[src/rtl/dmem_pkg.sv]
// dmem_pkg
//   Shared types and default constants for the data-memory responder.
//   - dmem_state_t : status FSM states (RUN, PASS, FAIL)
//   - *_DEF        : default result/scratch addresses and pass value
//   - log_entry_t  : one store-log record, {addr, data}
//   - make_entry   : packs an address/data pair into a log record
package dmem_pkg;

   typedef enum logic [1:0] {
      RUN  = 2'd0,
      PASS = 2'd1,
      FAIL = 2'd2
   } dmem_state_t;

   localparam logic [31:0] RESULT_ADDR_DEF  = 32'd100;
   localparam logic [31:0] SCRATCH_ADDR_DEF = 32'd96;
   localparam logic [31:0] PASS_VALUE_DEF   = 32'd25;

   typedef struct packed {
      logic [31:0] addr;
      logic [31:0] data;
   } log_entry_t;

   function automatic log_entry_t make_entry(input logic [31:0] addr,
                                             input logic [31:0] data);
      log_entry_t e;
      e.addr = addr;
      e.data = data;
      return e;
   endfunction

endpackage

[src/rtl/store_log_fifo.sv]
// store_log_fifo
//   Synchronous FIFO holding recent store records.
//   Ports:
//     clk, reset (sync, active-low)  clock and reset
//     push, push_data                 enqueue request and record
//     pop                             dequeue request (ignored when empty)
//     valid, head                     head-of-queue valid flag and record (zero when empty)
//     overflow                        sticky: a push was dropped because the queue was full
module store_log_fifo
   import dmem_pkg::*;
#(
   parameter int DEPTH = 4
)(
   input  logic       clk,
   input  logic       reset,
   input  logic       push,
   input  log_entry_t push_data,
   input  logic       pop,
   output logic       valid,
   output log_entry_t head,
   output logic       overflow
);

   localparam int AW = $clog2(DEPTH);

   log_entry_t    mem_r [DEPTH];
   logic [AW:0]   wr_ptr_r;
   logic [AW:0]   rd_ptr_r;
   logic          overflow_r;

   logic          empty_s;
   logic          full_s;
   logic          pop_s;
   logic          push_s;
   logic          drop_s;

   // Occupancy flags and effective push/pop; the extra pointer bit separates full from empty.
   always_comb begin
      empty_s = (wr_ptr_r == rd_ptr_r);
      full_s  = (wr_ptr_r[AW] != rd_ptr_r[AW]) &&
                (wr_ptr_r[AW-1:0] == rd_ptr_r[AW-1:0]);
      pop_s   = pop && !empty_s;
      // A pop in the same cycle frees the slot, so a push into a full queue still lands.
      push_s  = push && (!full_s || pop_s);
      drop_s  = push && full_s && !pop_s;
   end

   // Record storage; entries are not reset since the pointers define validity.
   always_ff @(posedge clk) begin
      if (push_s && reset) begin
         mem_r[wr_ptr_r[AW-1:0]] <= push_data;
      end
   end

   // Pointer and sticky overflow update.
   always_ff @(posedge clk) begin
      if (!reset) begin
         wr_ptr_r   <= '0;
         rd_ptr_r   <= '0;
         overflow_r <= 1'b0;
      end else begin
         if (push_s) begin
            wr_ptr_r <= wr_ptr_r + {{AW{1'b0}}, 1'b1};
         end
         if (pop_s) begin
            rd_ptr_r <= rd_ptr_r + {{AW{1'b0}}, 1'b1};
         end
         if (drop_s) begin
            overflow_r <= 1'b1;
         end
      end
   end

   // Head is forced to zero when empty so stale storage never leaks out.
   always_comb begin
      if (empty_s) begin
         head = log_entry_t'(64'd0);
      end else begin
         head = mem_r[rd_ptr_r[AW-1:0]];
      end
      valid    = !empty_s;
      overflow = overflow_r;
   end

endmodule

[src/rtl/dmem_responder.sv]
// dmem_responder
//   Data-memory slave for the single-cycle core: word RAM with combinational
//   read-back, a pass/fail status FSM driven by stores, a saturating store
//   counter and a drainable store log.
//   Optional build macro: DMEM_STRICT_STORE_EN -- when defined, only stores to
//   SCRATCH_ADDR, or PASS_VALUE to RESULT_ADDR, are allowed.
//   Ports:
//     clk, reset (sync, active-low)
//     MemWrite, DataAdr, WriteData  store port from the core
//     ReadData                      combinational load data (0 out of range)
//     done, pass                    sticky run status
//     store_count                   saturating store counter
//     log_valid, log_data, log_ready, log_overflow  store log drain interface
module dmem_responder
   import dmem_pkg::*;
#(
   parameter int          DEPTH        = 64,
   parameter logic [31:0] RESULT_ADDR  = RESULT_ADDR_DEF,
   parameter logic [31:0] SCRATCH_ADDR = SCRATCH_ADDR_DEF,
   parameter logic [31:0] PASS_VALUE   = PASS_VALUE_DEF,
   parameter int          LOG_DEPTH    = 4
)(
   input  logic        clk,
   input  logic        reset,
   input  logic        MemWrite,
   input  logic [31:0] DataAdr,
   input  logic [31:0] WriteData,
   output logic [31:0] ReadData,
   output logic        done,
   output logic        pass,
   output logic [15:0] store_count,
   output logic        log_valid,
   output logic [63:0] log_data,
   input  logic        log_ready,
   output logic        log_overflow
);

   localparam int          AW    = $clog2(DEPTH);
   localparam logic [31:0] LIMIT = 32'(DEPTH * 4);

   logic [31:0]  mem_r [DEPTH];
   dmem_state_t  state_r;
   logic         done_r;
   logic         pass_r;
   logic [15:0]  count_r;

   logic [AW-1:0] index_s;
   logic          in_range_s;
   logic          pass_store_s;
   logic          disallowed_s;
   logic          is_scratch_s;
   log_entry_t    head_s;

   // Address decode and store classification.
   always_comb begin
      index_s      = DataAdr[AW+1:2];
      in_range_s   = (DataAdr < LIMIT);
      is_scratch_s = (DataAdr == SCRATCH_ADDR);
      pass_store_s = (DataAdr == RESULT_ADDR) && (WriteData == PASS_VALUE);
`ifdef DMEM_STRICT_STORE_EN
      disallowed_s = !(is_scratch_s || pass_store_s);
`else
      // The scratch location is always permitted, even if configured out of range.
      disallowed_s = ((DataAdr == RESULT_ADDR) && (WriteData != PASS_VALUE)) ||
                     (!in_range_s && !is_scratch_s);
`endif
   end

   // Combinational load path.
   always_comb begin
      if (in_range_s) begin
         ReadData = mem_r[index_s];
      end else begin
         ReadData = 32'd0;
      end
   end

   // RAM write; deliberately independent of reset so contents survive it.
   always_ff @(posedge clk) begin
      if (MemWrite && in_range_s) begin
         mem_r[index_s] <= WriteData;
      end
   end

   // Status FSM with registered done/pass; PASS and FAIL hold until reset.
   always_ff @(posedge clk) begin
      if (!reset) begin
         state_r <= RUN;
         done_r  <= 1'b0;
         pass_r  <= 1'b0;
      end else begin
         case (state_r)
            RUN: begin
               if (MemWrite && pass_store_s) begin
                  state_r <= PASS;
                  done_r  <= 1'b1;
                  pass_r  <= 1'b1;
               end else if (MemWrite && disallowed_s) begin
                  state_r <= FAIL;
                  done_r  <= 1'b1;
                  pass_r  <= 1'b0;
               end
            end
            PASS: begin
               done_r <= 1'b1;
               pass_r <= 1'b1;
            end
            FAIL: begin
               done_r <= 1'b1;
               pass_r <= 1'b0;
            end
            default: begin
               // An illegal encoding is treated as a failed run.
               state_r <= FAIL;
               done_r  <= 1'b1;
               pass_r  <= 1'b0;
            end
         endcase
      end
   end

   // Saturating store counter.
   always_ff @(posedge clk) begin
      if (!reset) begin
         count_r <= 16'd0;
      end else if (MemWrite && (count_r != 16'hFFFF)) begin
         count_r <= count_r + 16'd1;
      end
   end

   store_log_fifo #(
      .DEPTH (LOG_DEPTH)
   ) u_log (
      .clk       (clk),
      .reset     (reset),
      .push      (MemWrite),
      .push_data (make_entry(DataAdr, WriteData)),
      .pop       (log_ready),
      .valid     (log_valid),
      .head      (head_s),
      .overflow  (log_overflow)
   );

   // Output mapping from registered state.
   always_comb begin
      done        = done_r;
      pass        = pass_r;
      store_count = count_r;
      log_data    = head_s;
   end

endmodule
[config.mk]
export PLATFORM = sky130hd
export DESIGN_NAME = dmem_responder
export DESIGN_NICKNAME = d
export VERILOG_FILES = /design/src/rtl/dmem_pkg.sv /design/src/rtl/store_log_fifo.sv /design/src/rtl/dmem_responder.sv
export SDC_FILE = /design/constraint.sdc
export NUM_CORES = 2
export LEC_CHECK = 0
export ABC_AREA = 1
export CAP_MARGIN = 5
export CORE_MARGIN = 4
export CORE_UTILIZATION = 54
export DETAILED_ROUTE_END_ITERATION = 10
export PLACE_DENSITY_LB_ADDON = 0.1
export RECOVER_POWER = 25
export SLEW_MARGIN = 10
export SYNTH_ARGS = -nofsm -noshare
export SYNTH_HDL_FRONTEND = slang
export SYNTH_SLANG_ARGS = --single-unit
[constraint.sdc]
create_clock -name clk -period 5.3 [get_ports clk]
set_input_delay 0.53 -clock clk [delete_from_list [all_inputs] [get_ports clk]]
set_output_delay 0.53 -clock clk [all_outputs]
set_load 0.01 [all_outputs]
==> results.md <==
- Post-Syn Nets: just over 7000
- Row count: ~150
- Fin. Hold Viols: 0
- Synthesis-stage register bit count: 2333
- R2R setup slack: between 2 and 3 ns
- Dpl cells: about 9400
- Outcome: finished with violations
- Detailed route wirelength on metal3: between 20 and 30 mm
- 1st-iter DRT viols: approximately 7300
- Io pins: 184
- DR pass1 iterations: 6
- Initial antenna violation count: 7
- Highest clock rate: just under 0.2 GHz
- Final min period: 5.118 ns
- RSZ-0062 raised after global routing: false
- Setup tns final: 0 ns
- Post-route ant nets: 0
- Clock root cell: clkbuf_16
- Vias in the first global route: ~56000
- Critical Path RT: between 4 and 5 ns
- Part of the cycle the worst path needs: 0.9657
- CP Class: input port to primary output
- Placer congestion estimate: 0.8290
- Via count: 59130
- Yosys Warn Count: 0
- Post-cts resize count: 0
- Setup Fix Bufs, Post-CTS: 0
- Post-DP Area: between 0.09 and 0.1 sq mm
- Pre-CTS WS: 0.4182 ns
- CP max FO: 12
- DR WL/cell: about 28 microns
- Met1 Wirelength: 106.7 mm
- Failing checks: max-capacitance violations, max-slew violations
- Routed wire length: around 270 mm
- EDFF count, synth: around 2300
- Synthesized cell area: 0.09223 sq mm
- Peak supply drop: between 0.3 and 0.4 mV
- Synthesized instance count: a little over 7000
- Clock latency on the worst-skew pair: 0.87 ns
- Top Metal Used: met5
- Nets@finish: approximately 7500
- Die Wd: 421.3 microns
- Core Box Area: between 0.15 and 0.2 sq mm
- Die area: between 0.15 and 0.2 sq mm
- Critical Path Sink Type: primary output
- Hold/Removal Path Class: input port to register
- WL met2: ~130 mm
- Maxcap violations: 24
- Clock-pin slew on the worst setup and hold paths: ~0.060 ns
- Largest net degree at the start of global routing: between 100 and 150
- First-pass GRT wire length: about 390 mm
- Design area: about 0.10 sq mm
- CTS tree: done
- DRC: 0
- GRT overflow: 0
- Share of layout cells above drive strength 1: 0.1005
- Clock Sinks: about 2300
- Initial Util: 0.5436
- Post-DR vias/cell: approximately 6
- Slew HR: -1.563
- Post-synth ARST share: 0
- Most common cell after layout, fill and taps aside: edfxtp_1
- Worst-case clock buffer depth: 3
- Startpoint types: input port
- Worst slew pin tran: 3.845 ns
- Number of I/O port buffers: between 150 and 200
- H-tree level count: 4
- Max-slew violations: about 1400
- Sequential cell area fraction in the yosys report: 0.7565
- Post-synthesis cell type count: 40
- Layout area overhead: 13.69%
- P per Cell Area: around 370 mW/mm^2
- Synth Area per Inst: between 10 and 15 sq um
- Layout Cells excl Fill: 9785
- Most frequent cells in the layout: 2304 x edfxtp_1, 1403 x nand2_1, 965 x nor2_1
- Detailed Place HPWL: around 150 mm
- Die Height: 421.3 microns
- Hold bufs inserted after CTS: 3
- Inserted Clock Buffers: 231
- GRT Util Overall: 0.2994
- Top FF cell, synth: edfxtp_1
- Arr. time, crit path: 4.59 ns
- Final worst-path setup slack: 0.1817 ns
- Fillers: 13030
- Setup violators final: 0
- Setup Skew: ~0.020 ns
- Cell leakage power: 35.47 nW
routing by layer:
layer,track usage,up-vias
met4,0.09725,6
met5,0,-
met1,0.4210,29430
met2,0.4800,2995
met3,0.05308,437
li1,-,26260
layout make-up:
| type | instances | area (sq um) | share of cell area |
|---|---|---|---|
| Sequential cell | 2333 | 69770 | 0.6654 |
| Timing Repair Buffer | 436 | 4292 | 0.04093 |
| Tap cell | 2218 | 2775 | 0.02647 |
| Inverter | 176 | 681.9 | 0.006503 |
| Antenna cell | 4 | 10.01 | 0.00009546 |
| Clock inverter | 122 | 983.4 | 0.009379 |
| Clock buffer | 291 | 6056 | 0.05775 |
| Multi-Input combinational cell | 4205 | 20280 | 0.1934 |
worst max-delay path, cell delays in order:
cell and delay [ns]:
dlygate4sd3_1 0.71, nor2_1 0.83, inv_1 0.37, nor2_2 0.72, buf_12 0.22, nand3_1 0.08, nand2_1 0.16, nor2_1 0.07
nand2_1 0.21, nor2_1 0.15, clkdlybuf4s50_1 0.51
synth_stat cells, drive strengths merged (8+ instances only):
master / count / area share
a211oi: 8 / 0.00065
a21oi: 66 / 0.0036
buf: 284 / 0.016
clkbuf: 149 / 0.0061
dfxtp: 29 / 0.0063
edfxtp: 2304 / 0.75
ha: 8 / 0.0011
inv: 174 / 0.0071
nand2: 1405 / 0.057
nand3: 799 / 0.043
nand4: 23 / 0.0016
nor2: 1042 / 0.042
nor3: 23 / 0.0012
o2111ai: 133 / 0.013
o211ai: 240 / 0.020
o21ai: 201 / 0.011
o22ai: 23 / 0.0016
o32ai: 64 / 0.0061
or2: 143 / 0.0097
power by group:
part / switching (W) / internal, W
Combinational: 0.00206 / 0.000919
Sequential: 0.0000792 / 0.0204
Clock: 0.00693 / 0.00846
Total: 0.00907 / 0.0297
cell families (layout without fill, tap and decap cells):
logic type,count (synthesis),count (layout),synth area share
fa+ha+maj,8,8,0.001085
simple gates,3446,3446,0.1565
compound gates,742,742,0.05556
other cells,0,4,0
buf+inv,609,1025,0.02956
xor+xnor,9,9,0.0008546
flops,2333,2333,0.7565
flip-flops by register name, indices dropped and copies added, names as in the netlist, named ones only:
register and count:
u_log.mem_r 256, u_log.rd_ptr_r 3, done 1, mem_r 2048
pass 1, state_r 2, u_log.overflow 1, u_log.wr_ptr_r 3
store_count 16
metrics by stage:
step                      hold WS [ns]  power [W]  utilization
after global routing            0.1882    0.04001       0.6180
after CTS                      0.01732    0.03896       0.6187
final                           0.2306    0.03881       0.6180
after floorplan                 0.4390    0.02228            -
after global placement          0.4506    0.02376       0.5771
after detailed placement        0.4548    0.02380       0.5771
final timing paths:
kind                                                  start                          end  cells after the start
worst max-delay path                             DataAdr[6]                 ReadData[25]                     11
worst max register to register  store_count[0]$_SDFFE_PN0P_  store_count[9]$_SDFFE_PN0P_                      9
worst min-delay path                           WriteData[3]       mem_r[15][3]$_DFFE_PP_                      1
worst min register to register  u_log.overflow$_SDFFE_PN0P_  u_log.overflow$_SDFFE_PN0P_                      1
Note: power is estimated with default switching activity, not from simulation.
